File: src/rtl/fp_to_linear_decoder_if.sv
// fp_to_linear_decoder_if: code input and linear result handshake bundle for the decoder.
interface fp_to_linear_decoder_if #(
  parameter int E_W = 3,
  parameter int F_W = 4,
  parameter int D_W = 12
);
  logic           in_valid;
  logic           in_ready;
  logic           S;
  logic [E_W-1:0] E;
  logic [F_W-1:0] F;
  logic           out_valid;
  logic           out_ready;
  logic [D_W-1:0] D;
  logic           busy;
  modport master (
    output in_valid, S, E, F, out_ready,
    input  in_ready, out_valid, D, busy
  );
  modport slave (
    input  in_valid, S, E, F, out_ready,
    output in_ready, out_valid, D, busy
  );
endinterface

File: src/rtl/fp_to_linear_decoder.sv
// fp_to_linear_decoder: expands an 8-bit S/E/F float code into a signed linear value,
// applying the exponent one bit per cycle.
module fp_to_linear_decoder #(
  parameter int E_W = 3,
  parameter int F_W = 4,
  parameter int D_W = 12
) (
  input logic clk,
  input logic rst_n,
  fp_to_linear_decoder_if.slave bus
);
  localparam int M_W = D_W - 1;
  typedef enum logic [1:0] {IDLE, SHIFT, SIGN, HOLD} state_t;
  state_t state, next;
  logic [M_W-1:0] mag;
  logic [E_W-1:0] cnt;
  logic           sgn;
  logic [D_W-1:0] d;
  always_ff @(posedge clk or negedge rst_n) begin
    if (!rst_n) state <= IDLE;
    else state <= next;
  end
  always_comb begin
    next = state;
    case (state)
      IDLE:  next = bus.in_valid ? SHIFT : IDLE;
      SHIFT: next = (cnt == '0) ? SIGN : SHIFT;
      SIGN:  next = HOLD;
      HOLD:  next = bus.out_ready ? IDLE : HOLD;
      default: next = IDLE;
    endcase
  end
  always_comb begin
    bus.in_ready  = state == IDLE;
    bus.out_valid = state == HOLD;
    bus.busy      = state != IDLE;
    bus.D         = d;
  end
  // zero-significand codes still run the full E+1 shift cycles
  always_ff @(posedge clk or negedge rst_n) begin
    if (!rst_n) begin
      mag <= '0;
      cnt <= '0;
      sgn <= 1'b0;
      d   <= '0;
    end else if (state == IDLE && bus.in_valid) begin
      mag <= {{(M_W-F_W){1'b0}}, bus.F};
      cnt <= bus.E;
      sgn <= bus.S;
    end else if (state == SHIFT && cnt != '0) begin
      mag <= mag << 1;
      cnt <= cnt - 1'b1;
    end else if (state == SIGN) begin
      d <= sgn ? -{1'b0, mag} : {1'b0, mag};
    end
  end
endmodule

File: src/flat_wrapper.sv
// flat-port wrapper written by rule: the top's interface ports become plain ports
module fp_to_linear_decoder_flat 
#(
  parameter int E_W = 3,
  parameter int F_W = 4,
  parameter int D_W = 12
)
  (clk, rst_n, bus_in_valid, bus_S, bus_E, bus_F, bus_out_ready, bus_in_ready, bus_out_valid, bus_D, bus_busy);
  fp_to_linear_decoder_if #(.E_W(E_W), .F_W(F_W), .D_W(D_W)) bus_i ();
  input logic clk;
  input logic rst_n;
  input wire logic [$bits(bus_i.in_valid)-1:0] bus_in_valid;
  input wire logic [$bits(bus_i.S)-1:0] bus_S;
  input wire logic [$bits(bus_i.E)-1:0] bus_E;
  input wire logic [$bits(bus_i.F)-1:0] bus_F;
  input wire logic [$bits(bus_i.out_ready)-1:0] bus_out_ready;
  output wire logic [$bits(bus_i.in_ready)-1:0] bus_in_ready;
  output wire logic [$bits(bus_i.out_valid)-1:0] bus_out_valid;
  output wire logic [$bits(bus_i.D)-1:0] bus_D;
  output wire logic [$bits(bus_i.busy)-1:0] bus_busy;
  assign bus_i.in_valid = bus_in_valid;
  assign bus_i.S = bus_S;
  assign bus_i.E = bus_E;
  assign bus_i.F = bus_F;
  assign bus_i.out_ready = bus_out_ready;
  assign bus_in_ready = bus_i.in_ready;
  assign bus_out_valid = bus_i.out_valid;
  assign bus_D = bus_i.D;
  assign bus_busy = bus_i.busy;
  fp_to_linear_decoder #(.E_W(E_W), .F_W(F_W), .D_W(D_W)) u_core (.clk(clk), .rst_n(rst_n), .bus(bus_i));
endmodule
File: config.mk
export PLATFORM = sky130hd
export DESIGN_NAME = fp_to_linear_decoder_flat
export DESIGN_NICKNAME = d
export VERILOG_FILES = /design/src/rtl/fp_to_linear_decoder_if.sv /design/src/rtl/fp_to_linear_decoder.sv /design/src/flat_wrapper.sv
export SDC_FILE = /design/constraint.sdc
export NUM_CORES = 1
export LEC_CHECK = 0
export CORE_UTILIZATION = 46
export DETAILED_ROUTE_END_ITERATION = 10
export PLACE_DENSITY = 0.76
export SLEW_MARGIN = 40
export SYNTH_ARGS = -nofsm -noshare
export SYNTH_HDL_FRONTEND = slang
export SYNTH_SLANG_ARGS = --single-unit
File: constraint.sdc
create_clock -name clk -period 1.42 [get_ports clk]
set_input_delay 0.284 -clock clk [delete_from_list [all_inputs] [get_ports clk]]
set_output_delay 0.284 -clock clk [all_outputs]
set_load 0.05 [all_outputs]
==> results.json <==
{
  "status": "finished with violations",
  "violations": "setup timing",
  "grt_pass1_wl_um": 5830,
  "grt_pass1_vias": 1264,
  "ios": 27,
  "grt_max_degree": 30,
  "power.switching_mw": 2.89,
  "gp_congestion": 0.824,
  "drc_errors": 0,
  "drive_gt1_frac": 0.421,
  "power.internal_mw": 3.64,
  "drt-met1-wl_um": 1570,
  "path_buf_inv": 0,
  "instances_no_fill": 246,
  "nets": 216,
  "timing.slew.headroom": 0.629,
  "via_per_inst": 5.37,
  "final_cell_mix": "dfrtp_1, buf_4, nand2_1, buf_12, o21ai_0",
  "yosys_most_used_dff": "dfrtp_1",
  "finalHoldViolCount": 0,
  "met2_length_um": 2050,
  "tns_ns": -1.06,
  "ys_types": 41,
  "p_seq_frac": 0.242,
  "rows": 20,
  "highest_layer": "met4",
  "chipWidth_um": 58.5,
  "wl_met3_um": 158,
  "multiInputGateArea_um2": 788,
  "switching_share": 0.443,
  "cp_slowest_cell": "or4_4",
  "wl_um": 3900,
  "num-fill-cells": 211,
  "critPathRequiredTime_ns": 1.66,
  "syn_to_final_growth_pct": 60.4,
  "finalCritPeriodShare": 1.12,
  "regArea_um2": 727,
  "numPortBuffers": 26,
  "synth_edf_count": 0,
  "path_cells": "or4_4 -> o41ai_4 -> xor2_1 -> o21ai_1",
  "cts.clk_slew.worst_paths_ns": 0.10,
  "p_clk_frac": 0.090,
  "yosysWarnings": 0,
  "ant_nets": 0,
  "timing.final.crit_period_ns": 1.59,
  "numCtsBuffers": 5,
  "powerDensity_nw_per_um2": 2770,
  "insertedDiodeCount": 0,
  "worst_slack_ns": -0.167,
  "drv_slew": 0,
  "antenna_found_initial": 0,
  "fin_area_um2": 2360,
  "crit_path_end_kind": "flip-flop",
  "syn_avg_cell_area_um2": 10.3,
  "clock_sinks": 29,
  "cp_data_arrival_time_ns": 1.83,
  "synth_seq_area_share": 0.494,
  "cts_tree": "done",
  "dpl_cell_area_um2": 2090,
  "vdd_drop_max_mv": 1.54,
  "holdBufCountCts": 0,
  "dieArea_um2": 3420,
  "crit_path_start_kind": "flip-flop",
  "p_total_mw": 6.52,
  "core_um2": 3050,
  "cts_root_buf": "clkbuf_4",
  "cp_slowest_stage_delay_ns": 0.58,
  "layout_commonest_cell": "dfrtp_1",
  "cellLeakagePower_nw": 1.09,
  "tightest_slew_ns": 0.556,
  "via_count": 1321,
  "cap_violations": 0,
  "dr.pass1.iters": 4,
  "track_usage": 0.239,
  "hpwl_um": 2510,
  "syn-instance-count": 142,
  "dp.cells": 228,
  "cts_buffer_depth": 2,
  "clk_latency_ns": 0.35,
  "worstHoldPathType": "primary input to async pin",
  "setup_viol_count_final": 13,
  "h-tree-depth": 2,
  "netlist_area_um2": 1470,
  "synthesis.nets": 157,
  "rsz0062_at_grt": "yes",
  "skew_ns": 0.0138,
  "routedWlPerCell_um": 15.8,
  "ys_seq_elements": 29,
  "fmax_ghz": 0.630,
  "initial_utilization": 0.481,
  "drtIter0Drc": 29,
  "cp_top_family": "simple AND/OR/NAND/NOR gates",
  "setup.worst_path.class": "flip-flop to flip-flop",
  "die_y_um": 58.5,
  "share_comb_of_total_power": 0.668,
  "postSynth.asyncResetShare": 1.00,
  "path_max_fanout": 5,
  "pre_cts_slack_ns": -0.213,
  "grt_overflow": 0
}
## what timing repair did
action	in CTS	in global routing
cloned	0	1
resized for setup	18	16
buffers inserted	6	3
pin swaps	5	3
endpoints found under the setup margin	23	25
## state kept, by name, summed over array words and instances, names as in the netlist
| register | cells |
|---|---|
| u_core.bus.D | 12 |
| u_core.cnt | 3 |
| u_core.mag | 11 |
| u_core.sgn | 1 |
| u_core.state | 2 |
## worst register-to-register path, delay by kind of cell, from the launching register on
kind	cells	cell delay [ns]
AO/OA/AOI/OAI	2	0.31
AND/OR/NAND/NOR	1	0.58
flip-flops	1	0.40
XOR/XNOR	1	0.19
## cells by family after synthesis
group	after synthesis	synth area share
muxes	2	0.0145
and+or+nand+nor	45	0.164
adders and majority gates	3	0.0256
buffers and inverters	15	0.0520
AOI/OAI and AO/OA	41	0.208
xor gates and xnor gates	7	0.0417
DFF	29	0.494
## final timing paths
check	end	from	slack, ns	depth (start not counted)
min reg2reg	u_core.cnt[1]	u_core.cnt[1]	0.55	1
max	u_core.bus.D[8]	u_core.mag[2]	-0.17	4
min	u_core.state[0]	rst_n	0.29	2
min in group clk	u_core.state[1]	bus_out_ready	0.53	2
max reg2reg	u_core.bus.D[8]	u_core.mag[2]	-0.17	4
max in group asynchronous	u_core.bus.D[2]	rst_n	0.96	2
## stage by stage
| stage | hold WS [ns] | utilization |
|---|---|---|
| detailed placement | 0.526 | 0.685 |
| finish | 0.288 | 0.772 |
| floorplan | -0.0116 | - |
| global route | 0.301 | 0.772 |
| global placement | 0.500 | 0.685 |
| CTS | 0.296 | 0.740 |
## cells in the mapped netlist, types with 3 or more instances
master,instances,share of area
xor2_1,6,0.036
o21ai_0,16,0.055
ha_1,3,0.026
nor2b_1,3,0.013
nor2_1,6,0.015
inv_1,8,0.020
a22oi_1,3,0.015
a221o_1,3,0.020
nand2_1,19,0.049
a21oi_1,3,0.010
clkbuf_1,3,0.0077
a22o_1,6,0.036
dfrtp_1,29,0.49
## power by group through the flow
stage	sequential, mW	combinational (mW)	clock (mW)
2_1_floorplan	1.98	1.67	0
6_report	1.58	4.36	0.589
3_3_place_gp	1.56	3.52	0
5_1_grt	1.61	4.65	0.636
3_5_place_dp	1.58	3.66	0
4_1_cts	1.54	4.01	0.591
## cell type report
class	count	share of cell area
Multi-Input combinational cell	99	0.335
Clock buffer	7	0.0276
Timing Repair Buffer	58	0.291
Sequential cell	29	0.309
Tap cell	44	0.0234
Clock inverter	1	0.00212
Inverter	8	0.0127
## routing by layer
metal,track usage,vias to the layer above
met2,0.411,47
met3,0.0769,13
met4,0.143,0
met1,0.257,636
met5,0,-
li1,-,625
Power figures use the tool's default switching activity.
